--- src/rtl/control_unit_pkg.sv ---
// Shared definitions for the cipher control unit: FSM state encoding, mode codes, default round count.
// Latency: n/a (types and constants only).
// Backpressure: n/a.
package control_unit_pkg;

    // Mode codes presented on cript_or_decript; the other two codes are invalid.
    localparam logic [1:0] MODE_ENC = 2'b01;
    localparam logic [1:0] MODE_DEC = 2'b10;

    // Default number of cipher rounds. The legal range is 1..7, which is what fits the 3-bit counter.
    localparam int CU_ROUNDS_DEFAULT = 4;

    typedef enum logic [4:0] {
        ST_IDLE,
        ST_LOAD,
        ST_E_XOR,
        ST_E_SAVE,
        ST_E_SUB,
        ST_E_SHIFT,
        ST_E_CNT,
        ST_E_MIX,
        ST_E_KSUB,
        ST_E_KADD,
        ST_E_OUT,
        ST_D_XOR,
        ST_D_SAVE,
        ST_D_SHIFT,
        ST_D_SUB,
        ST_D_CNT,
        ST_D_KSUB,
        ST_D_KADD,
        ST_D_IMIX,
        ST_D_OUT,
        ST_D_FIN,
        ST_WR_DATA,
        ST_WR_KEY,
        ST_DONE
    } state_e;

endpackage

--- src/rtl/control_unit_round_counter.sv ---
// Round counter: synchronous clear, +1 on add, saturating at 7, holds otherwise.
// Latency: count reflects clr/add one cycle after they are sampled.
// Backpressure: none; clr takes priority over add.
//
// Ports: clk, rst (sync active-high), clr, add, count[2:0].
module round_counter (
    input  logic       clk,
    input  logic       rst,
    input  logic       clr,
    input  logic       add,
    output logic [2:0] count
);

    logic [2:0] count_q;
    logic [2:0] count_d;

    always_comb begin
        count_d = count_q;
        if (clr) begin
            count_d = 3'd0;
        end else if (add && (count_q != 3'd7)) begin
            count_d = count_q + 3'd1;
        end
    end

    always_ff @(posedge clk) begin
        if (rst) begin
            count_q <= 3'd0;
        end else begin
            count_q <= count_d;
        end
    end

    assign count = count_q;

endmodule

--- src/rtl/control_unit.sv ---
// Moore FSM sequencing one-hot datapath strobes c0..c21 for an encrypt or decrypt run of ROUNDS rounds.
// Latency: c0 appears the cycle after bgn is sampled; 33 (enc) / 34 (dec) strobe cycles at ROUNDS=4, then DONE.
// Backpressure: none; a run cannot stall, and DONE waits for bgn to drop before re-arming.
//
// Ports: clk, rst (sync active-high), cript_or_decript[1:0] (mode), bgn (level start request),
//        c0..c21 (one-hot strobes), counter_out[2:0] (round count).
// Build option: define CU_DECRYPT_EN to include the decrypt path. Without it, mode 2'b10 is
// treated as invalid and c9..c18 stay low.
module control_unit
    import control_unit_pkg::*;
#(
    parameter int ROUNDS = CU_ROUNDS_DEFAULT
) (
    input  logic       clk,
    input  logic       rst,
    input  logic [1:0] cript_or_decript,
    input  logic       bgn,
    output logic       c0,
    output logic       c1,
    output logic       c2,
    output logic       c3,
    output logic       c4,
    output logic       c5,
    output logic       c6,
    output logic       c7,
    output logic       c8,
    output logic       c9,
    output logic       c10,
    output logic       c11,
    output logic       c12,
    output logic       c13,
    output logic       c14,
    output logic       c15,
    output logic       c16,
    output logic       c17,
    output logic       c18,
    output logic       c19,
    output logic       c20,
    output logic       c21,
    output logic [2:0] counter_out
);

    state_e state_q;
    state_e state_d;

`ifdef CU_DECRYPT_EN
    // Mode is captured when leaving IDLE so mid-run changes on cript_or_decript have no effect.
    logic dec_q;
    logic dec_d;
`endif

    logic cnt_clr;
    logic cnt_add;
    logic round_done;

    assign round_done = (counter_out == 3'(ROUNDS));

    // The counter is cleared while in LOAD, so it reads 0 from the first XOR state onwards.
    assign cnt_clr = (state_q == ST_LOAD);
`ifdef CU_DECRYPT_EN
    assign cnt_add = (state_q == ST_E_CNT) || (state_q == ST_D_CNT);
`else
    assign cnt_add = (state_q == ST_E_CNT);
`endif

    round_counter u_round_counter (
        .clk   (clk),
        .rst   (rst),
        .clr   (cnt_clr),
        .add   (cnt_add),
        .count (counter_out)
    );

    always_comb begin
        state_d = state_q;
`ifdef CU_DECRYPT_EN
        dec_d   = dec_q;
`endif
        case (state_q)
            ST_IDLE: begin
                if (bgn) begin
                    if (cript_or_decript == MODE_ENC) begin
                        state_d = ST_LOAD;
`ifdef CU_DECRYPT_EN
                        dec_d   = 1'b0;
                    end else if (cript_or_decript == MODE_DEC) begin
                        state_d = ST_LOAD;
                        dec_d   = 1'b1;
`endif
                    end
                end
            end
`ifdef CU_DECRYPT_EN
            ST_LOAD:    state_d = dec_q ? ST_D_XOR : ST_E_XOR;
`else
            ST_LOAD:    state_d = ST_E_XOR;
`endif
            ST_E_XOR:   state_d = ST_E_SAVE;
            ST_E_SAVE:  state_d = ST_E_SUB;
            ST_E_SUB:   state_d = ST_E_SHIFT;
            ST_E_SHIFT: state_d = ST_E_CNT;
            ST_E_CNT:   state_d = ST_E_MIX;
            ST_E_MIX:   state_d = ST_E_KSUB;
            ST_E_KSUB:  state_d = ST_E_KADD;
            ST_E_KADD:  state_d = round_done ? ST_E_OUT : ST_E_SAVE;
            ST_E_OUT:   state_d = ST_WR_DATA;
`ifdef CU_DECRYPT_EN
            ST_D_XOR:   state_d = ST_D_SAVE;
            ST_D_SAVE:  state_d = ST_D_SHIFT;
            ST_D_SHIFT: state_d = ST_D_SUB;
            ST_D_SUB:   state_d = ST_D_CNT;
            ST_D_CNT:   state_d = ST_D_KSUB;
            ST_D_KSUB:  state_d = ST_D_KADD;
            ST_D_KADD:  state_d = ST_D_IMIX;
            ST_D_IMIX:  state_d = round_done ? ST_D_OUT : ST_D_SAVE;
            ST_D_OUT:   state_d = ST_D_FIN;
            ST_D_FIN:   state_d = ST_WR_DATA;
`endif
            ST_WR_DATA: state_d = ST_WR_KEY;
            ST_WR_KEY:  state_d = ST_DONE;
            // A start level left high from the previous run must drop before another run can begin.
            ST_DONE:    state_d = bgn ? ST_DONE : ST_IDLE;
            default:    state_d = ST_IDLE;
        endcase
    end

    always_ff @(posedge clk) begin
        if (rst) begin
            state_q <= ST_IDLE;
`ifdef CU_DECRYPT_EN
            dec_q   <= 1'b0;
`endif
        end else begin
            state_q <= state_d;
`ifdef CU_DECRYPT_EN
            dec_q   <= dec_d;
`endif
        end
    end

    // Strobes are a pure decode of the state register, so at most one is ever high.
    always_comb begin
        {c21, c20, c19, c18, c17, c16, c15, c14, c13, c12, c11,
         c10, c9, c8, c7, c6, c5, c4, c3, c2, c1, c0} = '0;
        case (state_q)
            ST_LOAD:    c0  = 1'b1;
            ST_E_XOR:   c1  = 1'b1;
            ST_E_SAVE:  c2  = 1'b1;
            ST_E_SUB:   c3  = 1'b1;
            ST_E_SHIFT: c4  = 1'b1;
            ST_E_CNT:   c5  = 1'b1;
            ST_E_MIX:   c6  = 1'b1;
            ST_E_KSUB:  c7  = 1'b1;
            ST_E_KADD:  c8  = 1'b1;
`ifdef CU_DECRYPT_EN
            ST_D_XOR:   c9  = 1'b1;
            ST_D_SAVE:  c10 = 1'b1;
            ST_D_SHIFT: c11 = 1'b1;
            ST_D_SUB:   c12 = 1'b1;
            ST_D_CNT:   c13 = 1'b1;
            ST_D_KSUB:  c14 = 1'b1;
            ST_D_KADD:  c15 = 1'b1;
            ST_D_IMIX:  c16 = 1'b1;
            ST_D_OUT:   c17 = 1'b1;
            ST_D_FIN:   c18 = 1'b1;
`endif
            ST_E_OUT:   c19 = 1'b1;
            ST_WR_DATA: c20 = 1'b1;
            ST_WR_KEY:  c21 = 1'b1;
            default: ;
        endcase
    end

endmodule

--- config.mk ---
export PLATFORM = sky130hd
export DESIGN_NAME = control_unit
export DESIGN_NICKNAME = d
export VERILOG_FILES = /design/src/rtl/control_unit_pkg.sv /design/src/rtl/control_unit_round_counter.sv /design/src/rtl/control_unit.sv
export SDC_FILE = /design/constraint.sdc
export NUM_CORES = 1
export LEC_CHECK = 0
export CAP_MARGIN = 15
export CORE_AREA = 2 2 40 49
export DETAILED_ROUTE_END_ITERATION = 7
export DIE_AREA = 0 0 42 51
export GPL_TIMING_DRIVEN = 0
export PLACE_DENSITY = 0.82
export RECOVER_POWER = 100
export SKIP_LAST_GASP = 1
export SLEW_MARGIN = 40
export SYNTH_ARGS = -nofsm -noshare
export SYNTH_HDL_FRONTEND = slang
export SYNTH_HIERARCHICAL = 1
export SYNTH_SLANG_ARGS = --single-unit
export TNS_END_PERCENT = 20
--- constraint.sdc ---
create_clock -name clk -period 3.6 [get_ports clk]
set_input_delay 0.54 -clock clk [delete_from_list [all_inputs] [get_ports clk]]
set_output_delay 0.54 -clock clk [all_outputs]
set_load 0.01 [all_outputs]
==> After elaboration in Yosys (flattened, before gate mapping) <==
Index checks and enable logic that the tools add are counted.
{ "totals": {"output_inout_bits": 25, "inputBits": 5, "ramBits": 0, "mem_count": 0, "elab_cells": 42, "romBits": 0, "reg_bits": 8, "latch_bits": 0} }
{ "classes": {"shift": 0, "n_bitwise": 0, "div": 0, "mux": 17, "n_mul": 0, "n_reduce_logical": 4, "eq_ne": 18, "addsub": 1, "n_lt_le_gt_ge": 0} }
{ "op_table": {"columns": ["cell", "n"], "rows": [
  ["$pmux W5 S14", 1],
  ["$eq A5 B3 Y1 const B", 4],
  ["$eq A5 B4 Y1 const B", 3],
  ["$eq A5 B5 Y1 const B", 3],
  ["$mux W5", 3],
  ["$mux W1", 12],
  ["$eq A5 B2 Y1 const B", 2],
  ["$eq A5 B1 Y1 const B", 1],
  ["$logic_not A5 Y1", 1],
  ["$mux W4", 1],
  ["$ne A2 B2 Y1 const B", 2],
  ["$add A3 B1 Y3 const B", 1],
  ["$eq A3 B3 Y1 const B", 1],
  ["$ne A3 B3 Y1 const B", 1],
  ["$eq A2 B1 Y1 const B", 1],
  ["$reduce_and A2 Y1", 1],
  ["$reduce_or A2 Y1", 1],
  ["$logic_and A1 B1 Y1", 1]
]} }

==> Depth between registers and ports, before layout <==
{ "depth": {"depth_word": 4, "depth_mapped": 6, "mapped_depth_nobuf": 5} }

==> By module <==
The synthesis kept the hierarchy.
{ "modules_own_cells": {"columns": ["mod", "cells_each", "seq_area_each_um2", "instances", "area_each_um2"], "rows": [
  ["control_unit", 69, 100.1, 1, 564.3],
  ["round_counter", 12, 60.1, 1, 142.6]
]} }

==> Worst setup path before layout <==
Ideal clock, no wire load.
{ "synth_path": {"path_type": "register to register", "startpoint": "reg state_q[2]", "endpoint": "reg u_round_counter.count_q[1], in the netlist u_round_counter/count[1]", "required_time_ns": 3.467, "period_less_slack_ns": 1.766, "path_buffers": 1, "path_stages_with_launch": 7, "t_arrival_ns": 1.633, "setup_time_ns": 0.133, "path_slack_ns": 1.834, "path_cell_list": "dfxtp_1 -> buf_4 -> or3b_2 -> nor2_1 -> nor2b_4 -> mux2i_1 -> nor3_1"} }
{ "synth_via": {"elab_chain_cells": 2, "elab_cells_between_ends": 4, "classes_between": "eq/ne (2); reduce/logical (2)"} }
{ "synth_lines": {"columns": ["item", "line", "text"], "rows": [
  ["start, declared", "control_unit.sv:43", "state_e state_q;"],
  ["start signal, assigned", "control_unit.sv:134", "state_q <= state_d;"],
  ["$eq A5 B1 Y1 / $eq A5 B3 Y1 (equally long branches)", "control_unit.sv:59, control_unit.sv:63", null],
  ["$reduce_or A2 Y1 (no line) / $logic_and A1 B1 Y1 (equally long branches)", null, null],
  ["end signal, assigned", "control_unit_round_counter.sv:30", "count_q <= count_d;"],
  ["end, declared", "control_unit_round_counter.sv:14", "logic [2:0] count_q;"]
]} }
Several ways; a longest one is shown, not always the timed one.
A chain may end at the register's enable or synchronous reset.

==> Worst setup path after layout <==
{ "layout_path": {"startpoint": "reg state_q[2]", "endpoint": "out c5"} }
{ "layout_via": {"elab_chain_cells": 2} }
{ "layout_lines": {"columns": ["item", "line", "text"], "rows": [
  ["$eq A5 B3 Y1", "control_unit.sv:145", "case (state_q)"],
  ["$mux W1", "control_unit.sv:145", null],
  ["end, declared", "control_unit.sv:23", "output logic c5,"]
]} }
Every way passes these cells.

==> results.txt <==
gpl congestion = 0.9144
Max Fclk = 360.2 MHz
hold depth = 2
Rows = 17
#FFs+latches synth = 8
Worst Path Required = 3.06 ns
reg2reg end = u_round_counter/count[1]
Reg power frac = 45.3%
post-DP HPWL = 1208 µm
Post-synth EDFFs = 0
clk buf depth = 2
Core Area = 0.001723 mm²
H-tree depth = 1
Worst Setup Start Kind = flop
Filler cells = 176
Final nets = 121
Hold Startpoint = u_round_counter/count[2]
design internal power = 0.1456 mW
multi-input logic area = 435.4 µm²
ant diodes = 0
drt total wl = 1560 µm
minimum clock period = 2.776 ns
Hold WC Path Type = flop to flop
maximum vdd drop = 183.9 µV
fin crit share = 77.12%
Seq/Total Area, Yosys = 22.65%
M3 GR Usage = 3.887%
Final Max Slew Viols = 0
skew final = 0.002974 ns
Post-CTS Setup Bufs = 0
Pre-antenna DRT Iters = 4
Cell variety after synth = 42
clock net sink count = 8
final hold violations = 0
IO Port Bufs = 19
die height = 51 µm
P_leak = 0.4587 nW
Overflow after GRT = 0
reg2reg start = state_q[2]
Crit. End Element = output pin
R2R cell count = 6
Num CTS Buffers = 3
GRT met1 Usage = 17.13%
flop2flop setup slack = 1.49 ns
busiest grt layer = met2
DR WL/cell = 11.91 µm
Global Route Usage Sum = 16.38%
first-pass GRT wire length = 2635 µm
initial antenna violation count = 0
status = finished, final reports clean
GR Layer Usage met2 = 27.08%
largest net degree at the start of global routing = 11
Remaining DRCs = 0
commonest non-fill, non-tap cell in the layout = dlygate4sd3_1
most frequent cells in the layout = dlygate4sd3_1, nor2_1, buf_4, conb_1, dfxtp_1
Max-Cap Viols = 0
worst-skew pair later-pin latency = 0.27 ns
crit path kind = flop to output pin
Ys Warns = 6
Clock transition at path regs = 0.06 ns
CTS Root Cell = clkbuf_4
Post-Syn Area = 706.9 µm²
fraction of registers with async set/reset = 0%
PwrDens = 208.8 mW/mm²
vias in the first global route = 639
Final TNS setup = 0 ns
Area Growth Syn to Fin = 35.04%
Die Area = 0.002142 mm²
share of cells above drive strength 1 = 26.79%
Syn Inst Count = 81
cts hold-fix bufs = 0
Finished Core Util = 55.41%
Vias = 655
RSZ-0062 raised after global routing = no
Syn Area/Cell = 8.728 µm²
Setup-failing EPs final = 0
Starting Density = 41.03%
WP data arrival = 2.24 ns
Clock Power Share = 36.7%
worst-path fanout max = 10
Worst Hold End = u_round_counter/count[2]
Final ANT Viol Nets = 0
NetSw = 0.05379 mW
starting DRC count in detailed routing = 13
TritonCTS clock tree = built
Die Wd = 42 µm
share of total power in combinational logic = 18.0%
via/cell ratio = 5.000
post-CTS resize count = 0
total area of sequential cells = 160.2 µm²
IO Pins = 30
ys flop type = dfxtp_1
Switching Share = 26.98%
==> how the worst max path moves through the flow <==
stage               startpoint                       end  slack, ns
finish              state_q[2]                        c5       0.82
global route        state_q[2]                        c5       0.65
CTS                 state_q[2]                        c5       1.04
detailed placement  state_q[2]                        c5       1.33
global placement    state_q[2]                        c5       1.35
floorplan           state_q[2]  u_round_counter/count[1]       1.83
==> routing by layer <==
layer  vias up  part of all wire, %
met5         -                    0
met4         0                  2.9
met3         6                  7.9
met2        35                   49
met1       279                   41
li1        335                    -
==> power by group through the flow <==
stage          clock network [mW]  registers (mW)  logic, mW
2_1_floorplan                   0          0.0920     0.0267
3_3_place_gp                    0          0.0921     0.0364
3_5_place_dp                    0          0.0922     0.0367
4_1_cts                    0.0754          0.0903     0.0366
5_1_grt                    0.0814          0.0903     0.0393
6_report                   0.0732          0.0903     0.0359
==> synthesized netlist by cell type (all sizes together), types with 3 or more instances <==
master	instances	area [µm²]
buf	15	115.1
inv	3	11.26
dfxtp	8	160.2
or3b	3	28.78
nor2	12	47.55
nor3	3	15.01
a211oi	4	35.03
==> area by class of cell <==
| class | instances | area share [%] |
|---|---|---|
| Multi-Input combinational cell | 64 | 45.61 |
| Timing Repair Buffer | 19 | 19.92 |
| Sequential cell | 8 | 16.78 |
| Buffer | 15 | 11.66 |
| Tap cell | 19 | 2.490 |
| Clock buffer | 3 | 2.359 |
| Inverter | 3 | 1.180 |
==> through the flow <==
step | hold WS (ns) | worst slack (ns) | cells | instance area (µm²) | power, mW
after floorplan | 0.5562 | 1.834 | 90 | 740.7 | 0.1187
after global placement | 0.5408 | 1.346 | 128 | 954.7 | 0.1285
after detailed placement | 0.5589 | 1.328 | 128 | 954.7 | 0.1289
after CTS | 0.5691 | 1.042 | 131 | 977.2 | 0.2022
after global routing | 0.6075 | 0.6514 | 131 | 954.7 | 0.2111
final | 0.5670 | 0.8238 | 131 | 954.7 | 0.1994
==> sequential cells by signal, summed over array words and instances (netlist names) <==
signal / count
u_round_counter/count: 3
state_q: 5
==> critical path, stage by stage (launching register included) <==
cell and delay, ns:
dfxtp_1 0.34, clkbuf_1 0.32, or3b_2 0.54, nor2_1 0.15, dlygate4sd3_1 0.62
==> kinds of logic (layout without fill, tap and decap cells) <==
family | Yosys count | after routing | share of synthesized area [%]
compound gates | 17 | 17 | 23.01
xor+xnor | 1 | 1 | 1.239
fa+ha+maj | 2 | 2 | 3.539
buf+inv | 18 | 40 | 17.88
flops | 8 | 8 | 22.65
mux | 2 | 2 | 2.832
other cells | 1 | 10 | 0.5305
simple gates | 32 | 32 | 28.32
Note: power is estimated with default switching activity, not from simulation.
